===== src/rtl/loader_pkg.sv =====
// Shared state encoding and frame constants for the program loader.
package loader_pkg;

    localparam logic [2:0] S_IDLE  = 3'd0;
    localparam logic [2:0] S_HDR   = 3'd1;
    localparam logic [2:0] S_DATA  = 3'd2;
    localparam logic [2:0] S_CSUM  = 3'd3;
    localparam logic [2:0] S_DONE  = 3'd4;
    localparam logic [2:0] S_ERROR = 3'd5;

    typedef enum logic [2:0] {
        ST_IDLE  = S_IDLE,
        ST_HDR   = S_HDR,
        ST_DATA  = S_DATA,
        ST_CSUM  = S_CSUM,
        ST_DONE  = S_DONE,
        ST_ERROR = S_ERROR
    } state_e;

    localparam int HEADER_BYTES = 2;
    localparam int CSUM_WIDTH   = 8;

endpackage


===== src/rtl/byte_packer.sv =====
// Little-endian byte-to-word assembler: first byte of a word lands in bits 7:0.
module byte_packer #(
    parameter int DATA_WIDTH = 32
) (
    input  logic                  clk,
    input  logic                  reset,
    input  logic                  clear_i,
    input  logic                  valid_i,
    input  logic [7:0]            byte_i,
    output logic [DATA_WIDTH-1:0] word_o,
    output logic                  word_done_o
);

    localparam int BPW = DATA_WIDTH / 8;
    localparam int CW  = (BPW > 1) ? $clog2(BPW) : 1;
    localparam logic [CW-1:0] LAST = CW'(BPW - 1);

    logic [CW-1:0] cnt_q;

    assign word_done_o = valid_i && (cnt_q == LAST);

    always_ff @(posedge clk) begin
        if (reset || clear_i) begin
            cnt_q <= '0;
        end else if (valid_i) begin
            cnt_q <= (cnt_q == LAST) ? '0 : cnt_q + 1'b1;
        end
    end

    generate
        if (BPW > 1) begin : g_shift
            // Word presented combinationally so the final byte needs no extra cycle.
            logic [DATA_WIDTH-9:0] shift_q;

            assign word_o = {byte_i, shift_q};

            always_ff @(posedge clk) begin
                if (reset || clear_i) begin
                    shift_q <= '0;
                end else if (valid_i) begin
                    shift_q <= word_o[DATA_WIDTH-1:8];
                end
            end
        end else begin : g_single
            assign word_o = byte_i;
        end
    endgenerate

endmodule


===== src/rtl/program_loader.sv =====
// Framed byte stream to instruction-memory writer; holds the core while loading.
// Optional trailer checksum enabled by defining LOADER_CHECKSUM_EN.
//
// state | meaning
// IDLE  | waiting for start_i after reset
// HDR   | collecting 2-byte little-endian word count
// DATA  | packing bytes into words and writing them
// CSUM  | waiting for trailer byte (checksum build only)
// DONE  | load completed, core released
// ERROR | oversize count or bad checksum, core held
module program_loader
    import loader_pkg::*;
#(
    parameter int MEMORY_DEPTH = 64,
    parameter int DATA_WIDTH   = 32
) (
    input  logic                            clk,
    input  logic                            reset,
    input  logic                            start_i,
    input  logic [7:0]                      rx_data_i,
    input  logic                            rx_valid_i,
    output logic                            rx_ready_o,
    output logic                            we_o,
    output logic [$clog2(MEMORY_DEPTH)-1:0] waddr_o,
    output logic [DATA_WIDTH-1:0]           wdata_o,
    output logic                            busy_o,
    output logic                            done_o,
    output logic                            error_o,
    output logic                            core_hold_o
);

    localparam int AW = $clog2(MEMORY_DEPTH);
    localparam logic [16:0] DEPTH_W = 17'(MEMORY_DEPTH);

`ifdef LOADER_CHECKSUM_EN
    localparam bit CSUM_EN = 1'b1;
`else
    localparam bit CSUM_EN = 1'b0;
`endif

    state_e                state_q, state_d;
    logic                  hdr_hi_q, hdr_hi_d;
    logic [7:0]            hdr_lo_q, hdr_lo_d;
    logic [15:0]           words_left_q, words_left_d;
    logic [AW-1:0]         waddr_q, waddr_d;
    logic                  wrote_any_q, wrote_any_d;
    logic [DATA_WIDTH-1:0] wdata_q, wdata_d;
    logic                  we_q, we_d;
    logic [CSUM_WIDTH-1:0] csum_q, csum_d;

    logic                  accept;
    logic                  start_ok;
    logic                  pk_valid;
    logic                  word_done;
    logic [DATA_WIDTH-1:0] pk_word;
    logic [15:0]           hdr_n;
    logic [CSUM_WIDTH-1:0] csum_next;
    state_e                end_state;

    assign rx_ready_o  = (state_q == ST_HDR) || (state_q == ST_DATA) || (state_q == ST_CSUM);
    assign busy_o      = rx_ready_o;
    assign core_hold_o = busy_o || (state_q == ST_ERROR);
    assign done_o      = (state_q == ST_DONE);
    assign error_o     = (state_q == ST_ERROR);
    assign we_o        = we_q;
    assign waddr_o     = waddr_q;
    assign wdata_o     = wdata_q;

    assign accept    = rx_valid_i && rx_ready_o;
    assign start_ok  = start_i && ((state_q == ST_IDLE) || (state_q == ST_DONE) || (state_q == ST_ERROR));
    assign pk_valid  = accept && (state_q == ST_DATA);
    assign hdr_n     = {rx_data_i, hdr_lo_q};
    assign csum_next = csum_q + rx_data_i;
    assign end_state = CSUM_EN ? ST_CSUM : ST_DONE;

    byte_packer #(
        .DATA_WIDTH (DATA_WIDTH)
    ) u_packer (
        .clk         (clk),
        .reset       (reset),
        .clear_i     (start_ok),
        .valid_i     (pk_valid),
        .byte_i      (rx_data_i),
        .word_o      (pk_word),
        .word_done_o (word_done)
    );

    always_comb begin
        state_d      = state_q;
        hdr_hi_d     = hdr_hi_q;
        hdr_lo_d     = hdr_lo_q;
        words_left_d = words_left_q;
        waddr_d      = waddr_q;
        wrote_any_d  = wrote_any_q;
        wdata_d      = wdata_q;
        we_d         = 1'b0;
        csum_d       = accept ? csum_next : csum_q;

        unique case (state_q)
            ST_IDLE, ST_DONE, ST_ERROR: begin
                if (start_i) begin
                    state_d      = ST_HDR;
                    hdr_hi_d     = 1'b0;
                    words_left_d = '0;
                    waddr_d      = '0;
                    wrote_any_d  = 1'b0;
                    csum_d       = '0;
                end
            end
            ST_HDR: begin
                if (accept) begin
                    if (!hdr_hi_q) begin
                        hdr_lo_d = rx_data_i;
                        hdr_hi_d = 1'b1;
                    end else if (hdr_n == 16'd0) begin
                        state_d = end_state;
                    end else if ({1'b0, hdr_n} > DEPTH_W) begin
                        state_d = ST_ERROR;
                    end else begin
                        state_d      = ST_DATA;
                        words_left_d = hdr_n;
                    end
                end
            end
            ST_DATA: begin
                if (word_done) begin
                    // First write goes to 0; later writes advance, so the last address is N-1.
                    we_d         = 1'b1;
                    wdata_d      = pk_word;
                    waddr_d      = wrote_any_q ? waddr_q + 1'b1 : '0;
                    wrote_any_d  = 1'b1;
                    words_left_d = words_left_q - 16'd1;
                    if (words_left_q == 16'd1) begin
                        state_d = end_state;
                    end
                end
            end
            ST_CSUM: begin
                if (accept) begin
                    state_d = (csum_next == '0) ? ST_DONE : ST_ERROR;
                end
            end
            default: state_d = ST_IDLE;
        endcase
    end

    always_ff @(posedge clk) begin
        if (reset) begin
            state_q      <= ST_IDLE;
            hdr_hi_q     <= 1'b0;
            hdr_lo_q     <= '0;
            words_left_q <= '0;
            waddr_q      <= '0;
            wrote_any_q  <= 1'b0;
            wdata_q      <= '0;
            we_q         <= 1'b0;
            csum_q       <= '0;
        end else begin
            state_q      <= state_d;
            hdr_hi_q     <= hdr_hi_d;
            hdr_lo_q     <= hdr_lo_d;
            words_left_q <= words_left_d;
            waddr_q      <= waddr_d;
            wrote_any_q  <= wrote_any_d;
            wdata_q      <= wdata_d;
            we_q         <= we_d;
            csum_q       <= csum_d;
        end
    end

endmodule

===== config.mk =====
export PLATFORM = sky130hd
export DESIGN_NAME = program_loader
export DESIGN_NICKNAME = d
export VERILOG_FILES = /design/src/rtl/loader_pkg.sv /design/src/rtl/byte_packer.sv /design/src/rtl/program_loader.sv
export SDC_FILE = /design/constraint.sdc
export NUM_CORES = 1
export LEC_CHECK = 0
export BUFFER_PORTS_ARGS = -buffer_cell sky130_fd_sc_hd__buf_2
export CORE_AREA = 2 2 117 85
export DETAILED_ROUTE_END_ITERATION = 6
export DIE_AREA = 0 0 119 87
export GPL_ROUTABILITY_DRIVEN = 0
export GPL_TIMING_DRIVEN = 0
export HOLD_SLACK_MARGIN = 0.06
export PLACE_DENSITY_LB_ADDON = 0.05
export SYNTH_ARGS = -nofsm -noshare
export SYNTH_HDL_FRONTEND = slang
export SYNTH_SLANG_ARGS = --single-unit
export TNS_END_PERCENT = 10

===== constraint.sdc =====
create_clock -name clk -period 6 [get_ports clk]
set_clock_uncertainty 0.2 [all_clocks]
set_input_delay 0.9 -clock clk [delete_from_list [all_inputs] [get_ports clk]]
set_output_delay 0.9 -clock clk [all_outputs]
set_load 0.03 [all_outputs]

==> results.yml <==
floorplanning:
  die_h_microns: 87
  dieArea_sq_um: 10350
  io_pins: 56
  core_area_sq_um: 9346
  initial_core_util_pct: 53.09
  die_w_microns: 119
  num_rows: 30
worst_setup_path:
  critPathMaxStageDelay_ns: 0.42
  crit_start: "rx_data_i[2]"
  crit_fanout: 6
  crit_chain: "buf_2, ha_1, o21ai_0, nor4b_1, or3b_1, a2111oi_2, a211oi_1"
  cp.arrival_ns: 2.90
  timing.critical_path.buf_inv: 1
  crit_path_top_delay_cell: "or3b_1"
  r2r-start: "words_left_q[0]"
  path_class: "input pin to flop"
  critPathLaunchType: "input pin"
  timing.critical_path.max_delay_family: "compound AO/OA/AOI/OAI gates"
  end_kind: "flop"
  worstPathRequired_ns: 6.02
sta:
  tightestPinTransition_ns: 0.8055
  period_needed_ns: 2.876
  hold_viol: 0
  rsz0062_at_grt: "no"
  setup_viol: 0
  max_slew_margin_pct: 45.94
  tns_ns: 0
  drv_slew: 0
  timing.fmax_mhz: 347.7
  fin_crit_sh_pct: 47.93
finish:
  final_nets: 681
  antenna_cells: 0
  finalInstanceArea_sq_um: 5697
  drive_gt1_share_pct: 17.82
  fin_util_pct: 60.95
  syn2layout_area_growth_pct: 14.80
synth:
  avgSynthCellArea_sq_um: 8.368
  ys_ff_latch: 102
  yosysTopAreaCellShare_pct: 41.15
  syn_inst: 593
  ys_seq_area_share_pct: 41.15
  synthTopCellsByArea: "dfxtp_1, nand2_1, a21oi_1, nor2_1, ha_1"
  postSynthNetCount: 617
  synth_edf_count: 0
  yosys.area.top_type: "dfxtp_1"
  yosysWarnings: 0
  synthFlopType: "dfxtp_1"
  syn-cell-area_sq_um: 4962
  synthArstFlopShare_pct: 0
  ys_types: 74
placement:
  dp_hpwl_mm: 9.734
  placed_area_sq_um: 5388
  port_buffers: 53
clocking:
  clock_latency_ns: 0.34
  cts_made_buffers: 9
  ctsRootBufferMaster: "clkbuf_16"
  htreeDepth: 3
  max-clock-path-buffers: 2
  clock-sinks: 102
  cts_resized: 0
  cts_tree: "done"
  clk_pin_slew_ns: 0.07
  post-cts-setup-buffers: 0
  cts-hold-fix-buffers: 0
drt:
  drtIter0Drc: 359
  ant_nets: 0
  drt_wl_total_mm: 13.56
  route.detailed.drc: 0
  dr.pass1.iters: 5
  dr_total_vias: 4569
  wl_per_cell_microns: 17.16
  routed_via_density: 5.784
hold_path:
  holdCritStartpoint: "wdata_o[5]"
  hold_path.class: "flop to flop"
power:
  vdd_drop_max_v: 0.0001613
  power.density_nw_per_um2: 258.0
  power_leakage_nw: 2.228
grt:
  grt_pass1_wl_mm: 21.66
  grt_max_degree: 18
  grt_overflow_total: 0
  grt_pass1_vias: 4250
  antenna_found_initial: 0
  grt_usage_pct: 26.84
status:
  status: "completed"
job:
  cap_violations: 0
layout make-up:
cell class,count,area (sq um)
inverters,6,22.52
clock inverters,5,66.31
flip-flops and latches,102,2042
clock buffers,11,242.7
plain buffers,41,205.2
multi-input cells,444,2693
repair buffers,53,265.3
well taps,128,160.2
fillers,823,3650
power breakdown:
group | internal [mW] | switching, mW
logic | 0.0601 | 0.110
registers | 0.684 | 0.00689
clock network | 0.341 | 0.268
layer usage:
metal | vias to the layer above | global-route usage [%] | routed length, microns
li1 | 2231 | - | -
met1 | 2166 | 39.31 | 6721
met2 | 157 | 40.18 | 5699
met3 | 15 | 6.086 | 988
met4 | 0 | 6.494 | 146
met5 | - | 0 | 0
through the flow:
step | hold slack [ns] | cells | total power, mW | setup slack (ns)
global route | 0.2738 | 790 | 1.517 | 2.973
finish | 0.2529 | 790 | 1.470 | 3.124
CTS | 0.2546 | 790 | 1.476 | 3.145
floorplan | 0.2322 | 593 | 0.8239 | 3.181
global placement | 0.2399 | 774 | 0.8703 | 2.783
detailed placement | 0.2446 | 774 | 0.8732 | 2.777
tightest hold or removal path, stage by stage, from the launching register on:
cell and delay [ns]:
dfxtp_1 0.31, nand2_1 0.05, a21oi_1 0.05
state kept, by name, summed over array words and instances (netlist names):
| register | cells |
|---|---|
| wdata_o | 32 |
| u_packer.g_shift.shift_q | 24 |
| words_left_q | 16 |
| csum_q | 8 |
| hdr_lo_q | 8 |
| waddr_o | 6 |
| state_q | 3 |
| u_packer.cnt_q | 2 |
| hdr_hi_q | 1 |
| we_o | 1 |
| wrote_any_q | 1 |
cells in the mapped netlist (all sizes together) (3+ instances only):
cell	n
inv	6
a21o	3
buf	22
nand3b	6
and3	8
nor3b	6
nand2b	12
nor2	40
or3b	3
ha	11
a211oi	15
a221oi	6
dfxtp	102
o32ai	12
or3	6
a21oi	84
o21ai	13
a32oi	3
and2	8
clkbuf	18
nand3	9
mux2i	13
or2b	3
nor3	8
a22oi	5
nand2	126
nor4	8
cells in the final DEF (no fill, tap or decap), drive strengths merged, types with 5 or more instances in the layout:
cell      n
or3       6
nor4      8
ha       11
a221oi    6
and3      8
nand2   126
o21ai    13
nand3b    6
a22oi     5
mux2i    13
nor2     40
a211oi   15
inv       8
nand3     9
nor3      8
a21oi    84
nor3b     6
buf      75
nand2b   12
and2      8
clkbuf   29
o32ai    12
dfxtp   102
path summary, 6_finish.rpt:
path	endpoint	slack (ns)	cells past startpoint
max	state_q[0]	3.12	7
max reg2reg	words_left_q[10]	3.55	7
min	wdata_o[5]	0.25	2
min reg2reg	wdata_o[5]	0.25	2
cell families (layout without fill, tap and decap cells):
logic type      Yosys count  after routing  share of synthesized area, %
compound gates          164            164                         22.04
xor+xnor                  2              2                        0.3531
flops                   102            102                         41.15
buf+inv                  47            116                         4.589
mux                      14             14                         2.849
simple gates            252            252                         25.85
fa+ha+maj                12             12                         3.177
No activity file was read; power rests on OpenSTA's default activity.
